<file path="src/rtl/in_service_control_8259a.sv">
// In-service control for the 8259A core: holds the ISR, executes EOI commands,
// tracks the rotation pointer and reports the acknowledged level.
module in_service_control_8259a (
  input  logic       clock,
  input  logic       reset,
  input  logic [7:0] interrupt,
  input  logic       latch_in_service,
  input  logic       end_of_ack_sequence,
  input  logic       auto_eoi_config,
  input  logic       auto_rotate_mode,
  input  logic       nonspecific_eoi,
  input  logic       specific_eoi,
  input  logic       rotate_on_eoi,
  input  logic       set_priority,
  input  logic [2:0] command_level,
  output logic [7:0] in_service_register,
  output logic [7:0] highest_level_in_service,
  output logic [2:0] priority_rotate,
  output logic [2:0] ack_level,
  output logic       ack_valid
);

  function automatic logic [2:0] encode(input logic [7:0] onehot);
    logic [2:0] idx;
    idx = 3'd0;
    for (int i = 0; i < 8; i++) begin
      if (onehot[i]) idx = 3'(i);
    end
    return idx;
  endfunction

  // Scan upward from the highest-priority level, wrapping modulo 8.
  function automatic logic [7:0] find_highest(input logic [7:0] isr_v, input logic [2:0] rot);
    logic [7:0] res;
    logic [2:0] lvl;
    logic       found;
    res   = 8'h00;
    found = 1'b0;
    for (int i = 0; i < 8; i++) begin
      lvl = rot + 3'd1 + 3'(i);
      if (!found && isr_v[lvl]) begin
        res[lvl] = 1'b1;
        found    = 1'b1;
      end
    end
    return res;
  endfunction

  function automatic logic [7:0] level_mask(input logic [2:0] lvl);
    logic [7:0] m;
    m      = 8'h00;
    m[lvl] = 1'b1;
    return m;
  endfunction

  logic [7:0] isr_next;
  logic [2:0] rotate_next;
  logic [2:0] ack_level_next;
  logic       ack_valid_next;
  logic       end_effective;
  logic       aeoi_clear;
  logic [7:0] clear_mask;

  assign highest_level_in_service = find_highest(in_service_register, priority_rotate);

  // A same-cycle latch suppresses the end strobe; an end outside a sequence is ignored.
  assign end_effective = end_of_ack_sequence && ack_valid && !latch_in_service;
  assign aeoi_clear    = end_effective && auto_eoi_config;

  always_comb begin
    clear_mask     = 8'h00;
    rotate_next    = priority_rotate;
    ack_level_next = ack_level;
    ack_valid_next = ack_valid;

    // Every clear is taken against the pre-edge ISR; the latch OR goes last.
    if (specific_eoi)    clear_mask = clear_mask | level_mask(command_level);
    if (nonspecific_eoi) clear_mask = clear_mask | highest_level_in_service;
    if (aeoi_clear)      clear_mask = clear_mask | level_mask(ack_level);
    isr_next = in_service_register & ~clear_mask;
    if (latch_in_service) isr_next = isr_next | interrupt;

    if (specific_eoi && rotate_on_eoi)
      rotate_next = command_level;
    else if (nonspecific_eoi && rotate_on_eoi && (in_service_register != 8'h00))
      rotate_next = encode(highest_level_in_service);
    else if (aeoi_clear && auto_rotate_mode)
      rotate_next = ack_level;
    else if (set_priority)
      rotate_next = command_level;

    // An empty interrupt vector is a spurious acknowledge, reported as level 7.
    if (latch_in_service) begin
      ack_level_next = (interrupt == 8'h00) ? 3'd7 : encode(interrupt);
      ack_valid_next = 1'b1;
    end else if (end_effective) begin
      ack_valid_next = 1'b0;
    end
  end

  always_ff @(posedge clock or posedge reset) begin
    if (reset) begin
      in_service_register <= 8'h00;
      priority_rotate     <= 3'd7;
      ack_level           <= 3'd0;
      ack_valid           <= 1'b0;
    end else begin
      in_service_register <= isr_next;
      priority_rotate     <= rotate_next;
      ack_level           <= ack_level_next;
      ack_valid           <= ack_valid_next;
    end
  end

endmodule
</file>
<file path="config.mk">
export PLATFORM = sky130hd
export DESIGN_NAME = in_service_control_8259a
export DESIGN_NICKNAME = d
export VERILOG_FILES = /design/src/rtl/in_service_control_8259a.sv
export SDC_FILE = /design/constraint.sdc
export NUM_CORES = 1
export LEC_CHECK = 0
export BUFFER_PORTS_ARGS = -buffer_cell sky130_fd_sc_hd__buf_4
export CAP_MARGIN = 20
export CORE_MARGIN = 10
export CORE_UTILIZATION = 48
export CTS_BUF_LIST = sky130_fd_sc_hd__clkbuf_4 sky130_fd_sc_hd__clkbuf_8
export CTS_CLUSTER_DIAMETER = 40
export CTS_CLUSTER_SIZE = 20
export DETAILED_ROUTE_END_ITERATION = 12
export PLACE_DENSITY = 0.71
export SLEW_MARGIN = 20
export SYNTH_ARGS = -nofsm -noshare
export SYNTH_HDL_FRONTEND = slang
export SYNTH_SLANG_ARGS = --single-unit
export TNS_END_PERCENT = 5
</file>
<file path="constraint.sdc">
create_clock -name clock -period 4.6 [get_ports clock]
set_clock_uncertainty 0.2 [all_clocks]
set_input_delay 0 -clock clock [delete_from_list [all_inputs] [get_ports clock]]
set_output_delay 0 -clock clock [all_outputs]
set_load 0.02 [all_outputs]
</file>
## Word-level counts from Yosys, hierarchy flattened

Index checks and enable logic that the tools add are counted.

- Output and inout port bits: 23
- Word-level logic and storage cells: 156
- Flip-flop bits (word level): 15
- Input port bits: 21

- $add $sub $neg: 8
- Mux-type cells: 76
- Bitwise logic cells: 12
- Magnitude comparators: 20
- Reductions and logical operators: 36

Operators by type and width:

| kind | number |
|---|---|
| $mux 8 | 12 |
| $or 8x8->8 | 10 |
| $mux 3 | 17 |
| $lt 3x4->1 const B | 10 |
| $demux 1 s3 | 10 |
| $ge 3x1->1 const B | 10 |
| $mux 1 | 29 |
| $bmux 1 s3 | 8 |
| $logic_and 1x1->1 | 24 |
| $add 3x3->3 const B | 4 |
| $and 8x8->8 | 1 |
| $logic_not 1->1 | 8 |
| $logic_not 8->1 | 1 |
| $not 8->8 | 1 |
| $reduce_bool 8->1 | 1 |
| $add 3x1->3 const B | 2 |
| $add 3x2->3 const B | 2 |
| $reduce_bool 4->1 | 1 |
| $reduce_bool 2->1 | 1 |

## Logic depth before layout (Yosys ltp)

- Depth in word-level cells: 34
- Mapped depth: 16

## Worst setup path before layout

No wires, ideal clock.

- Path type: register to register
- Start: register priority_rotate[0]
- End: register in_service_register[6]
- Cell stages (with the launch flop): 15
- Arrival time: 3.883 ns
- Period minus slack after synthesis: 4.201 ns
- Path buffers: 4
- Slack: 0.399 ns
- Cell sequence: dfstp_2 buf_6 buf_6 buf_2 clkinv_1 ha_1 buf_2 mux4_1 mux2_4 or2_1 o41ai_1 a311oi_1 o211ai_1 a21oi_1 a21o_1

- Longest elaborated chain between the ends: 33
- Elaborated cells between the ends (all ways): 108
- Classes of those cells: add/sub: 8; order compare: 16; mux: 50; bitwise: 12; reduce/logical: 22

Ends and longest elaborated chain:

| what | line | RTL |
|---|---|---|
| start: declaration | 18 | `output logic [2:0] priority_rotate,` |
| start signal: assignment | 109 | `priority_rotate <= rotate_next;` |
| $add 3x1->3 (*) | 40 | `lvl = rot + 3'd1 + 3'(i);` |
| branches (longest 23 deep; another with $lt 3x4->1) | -- |  |
| $mux 8 (*) | 41 | `if (!found && isr_v[lvl]) begin` |
| named net highest_level_in_service[6] | 17 | `output logic [7:0] highest_level_in_service,` |
| $or 8x8->8 (*) | 78 | `if (nonspecific_eoi) clear_mask = clear_mask \| highest_level_in_service;` |
| $mux 8 (*) | 78 |  |
| $or 8x8->8 | 79 | `if (aeoi_clear) clear_mask = clear_mask \| level_mask(ack_level);` |
| $mux 8 (*) | 79 |  |
| $not 8->8 (*) | 80 | `isr_next = in_service_register & ~clear_mask;` |
| $and 8x8->8 (*) | 80 |  |
| $or 8x8->8 | 81 | `if (latch_in_service) isr_next = isr_next \| interrupt;` |
| $mux 8 (*) | 81 |  |
| named net isr_next[6] | 56 | `logic [7:0] isr_next;` |
| end signal: assignment | 108 | `in_service_register <= isr_next;` |
| end: declaration | 16 | `output logic [7:0] in_service_register,` |

Mark *: on every way through the listed nets, which the timed path passes. The select of a mux whose other input is x is not followed.
A chain may end at the register's enable or synchronous reset.

## Final worst setup path

- Start: register priority_rotate[0]
- End: register in_service_register[5]

- Longest elaborated chain between the ends: 33
- Elaborated cells between the ends (all ways): 108
- Classes of those cells: add/sub: 8; order compare: 16; mux: 50; bitwise: 12; reduce/logical: 22

Ends and longest elaborated chain:

| what | line |
|---|---|
| $add 3x1->3 (*) | 40 |
| branches (longest 23 deep; another with $lt 3x4->1) | -- |
| $mux 8 (*) | 41 |
| $or 8x8->8 (*) | 78 |
| $mux 8 (*) | 78 |
| $or 8x8->8 | 79 |
| $mux 8 (*) | 79 |
| $not 8->8 (*) | 80 |
| $and 8x8->8 (*) | 80 |
| $or 8x8->8 | 81 |
| $mux 8 (*) | 81 |
| named net isr_next[5] | 56 |

Marked as above.

==> results.yml <==
yosys:
  synthCells: 312
  ys_ff_latch: 15
  synth-seq-area-share_pct: 15.7
  synth_edf_count: 0
  yosys_most_used_dff: "dfrtp_1"
  syn_avg_cell_area_sq_um: 7.74
  synth-async-reset-ratio_pct: 100
  yosysUniqueCellTypes: 67
  ys_warn_count: 0
  synth_area_sq_um: 2410
  syn-num-nets: 335
worst_setup_path:
  worstSetupEndpointType: "flop"
  cp.arrival_ns: 4.43
  critical_path_class: "flop to flop"
  crit_required_ns: 4.53
  crit_path_start_kind: "flop"
  r2r_setup_slack_ns: 0.10
  crit_path_max_fanout: 31
  reg2regPathDepth: 12
global_routing:
  grtUsageTotal_pct: 20.6
  grt_max_degree: 47
  grt_pass1_wl_um: 14400
  overflow: 0
  grt_pass1_vias: 2723
  antenna_found_initial: 0
timing:
  hold_violations: 0
  relSlewSlack_pct: 41.7
  slew_violations: 0
  timing.hold.ws_ns: 0.0411
  fmax_mhz: 222
  min_period_ns: 4.50
  setup_viol_count_final: 0
  rsz0062_at_grt: "true"
  post-route-period-util_pct: 97.8
  tightest_slew_ns: 0.871
  tns_ns: 0
placed_design:
  postPlaceCellArea_sq_um: 2720
  dp.cells: 400
  gp_congestion: 0.997
  place_hpwl_um: 6410
  portBuffers: 43
floorplan:
  fp-row-count: 25
  die_h_um: 90.9
  die_w_um: 90.9
  core_sq_um: 4790
  dieArea_sq_um: 8270
  initial_core_util_pct: 50.5
  io_pins: 44
clock_network:
  cts.htree.levels: 1
  cts.sinks: 15
  clock_path_buffers: 2
  clk-insertion-delay-late_ns: 0.25
  cts_buffers: 3
  root_buffer: "clkbuf_8"
  tritoncts: "built"
  clkSlewWorstSetupHoldPaths_ns: 0.06
final_layout:
  instances_no_fill: 429
  area_growth_pct: 26.1
  final_nets: 386
  fillers: 451
  n_antenna_cell: 0
  fin_area_sq_um: 3040
  final_util_pct: 63.6
  drive_above_1_share_pct: 22.1
route:
  via_per_inst: 6.82
  wl_per_cell_um: 21.0
  num_vias: 2924
  finalWirelength_um: 9030
  drt_iter0_drc: 521
  ant_nets: 0
  drc_errors: 0
  firstDrtPassIters: 7
pwr:
  peakVddDrop_mv: 0.327
  powerDensity_nw_per_um2: 688
  leakage_uw: 0.00123
worst_hold_path:
  hp-class: "primary input to flop"
  min_path_cells: 4
run_status:
  status: "completed"
job:
  cap_violations: 0
-- cells in the mapped netlist (all sizes together) (11+ instances only) --
library cell / instances / area [sq um]
inv: 15 / 56.3
nor3: 14 / 75.1
dfrtp: 12 / 300
nand3: 11 / 55.1
nand2: 35 / 131
a31oi: 11 / 68.8
a21oi: 14 / 73.8
clkbuf: 12 / 45.0
mux2i: 11 / 114
buf: 14 / 90.1
o21ai: 13 / 65.1
nor2: 21 / 78.8
-- final cells by class --
cell class / count / area, sq um / area share (%)
Multi-Input combinational cell: 255 / 1860 / 61.2
Timing Repair Buffer: 72 / 611 / 20.1
Sequential cell: 15 / 379 / 12.5
Tap cell: 67 / 83.8 / 2.75
Inverter: 16 / 60.1 / 1.97
Clock buffer: 4 / 48.8 / 1.60
-- flip-flops by register name, indices dropped and copies added (netlist names) --
signal and cells:
ack_valid 1, priority_rotate 3, in_service_register 8, ack_level 3
-- path summary, 6_finish.rpt --
kind / start / endpoint
min in group asynchronous: reset / in_service_register[5]
max in group asynchronous: reset / ack_level[0]
min: set_priority / priority_rotate[1]
max reg2reg: priority_rotate[0] / in_service_register[5]
min reg2reg: ack_valid / ack_valid
max: priority_rotate[0] / in_service_register[5]
-- placed cells by master, fill, tap and decap left out, types with 5 or more instances in the layout --
cell type	count
nand2_1	35
mux2_2	5
nor2_1	21
nand3_1	11
nor3_1	13
a21oi_1	13
dlygate4sd3_1	25
o31ai_1	6
a31oi_1	11
a21o_1	7
dfrtp_1	12
nor4_1	9
or3_1	5
a22o_1	5
mux4_2	8
buf_4	45
mux2i_1	9
o21ai_0	12
inv_1	15
nand2b_1	10
nor2b_1	6
-- where the power goes --
part / switching [uW] / total, uW / internal (uW) / leakage [uW]
clock network: 46.4 / 114 / 67.3 / 0.0000262
registers: 164 / 340 / 176 / 0.000161
logic: 948 / 1640 / 692 / 0.00105
total: 1160 / 2090 / 935 / 0.00123
-- layer usage --
layer  GRT usage (%)  share of wire (%)  up-vias
met5               0                  0        -
met4            5.22                2.1        0
met3            5.68                 13       28
met2            31.6                 46      254
met1            27.6                 39     1346
li1                -                  -     1296
-- critical path, cell delays in order (launching register included) --
cell,delay [ns]
dfstp_2,0.56
clkinv_1,0.22
ha_1,0.40
buf_6,0.26
mux4_1,0.38
mux2_4,0.35
or2_1,0.28
nor4_2,0.31
a21oi_1,0.15
o211ai_1,0.36
a31oi_1,0.19
a21o_1,0.18
dlygate4sd3_1,0.55
-- through the flow --
stage                     power [uW]  setup slack [ns]
final                           2090             0.101
after floorplan                 1400             0.399
after CTS                       2010            0.0530
after global placement          1830             0.659
after detailed placement        1840             0.629
after global routing            2230           -0.0593
-- cells by family (layout without fill, tap and decap cells) --
family | Yosys count | count (layout) | synth area share (%)
xor+xnor | 4 | 4 | 2.69
flops | 15 | 15 | 15.7
compound gates | 88 | 88 | 26.2
fa+ha+maj | 2 | 2 | 1.04
buf+inv | 42 | 92 | 8.08
simple gates | 134 | 134 | 29.0
mux | 27 | 27 | 17.3
-- repair_timing --
item,4_1_cts,5_1_grt
endpoints found under the hold margin,27,0
gates resized for setup,0,6
setup buffers,0,0
endpoints found under the setup margin,0,8
hold buffers,25,0
(Power assumes the default switching activity.)
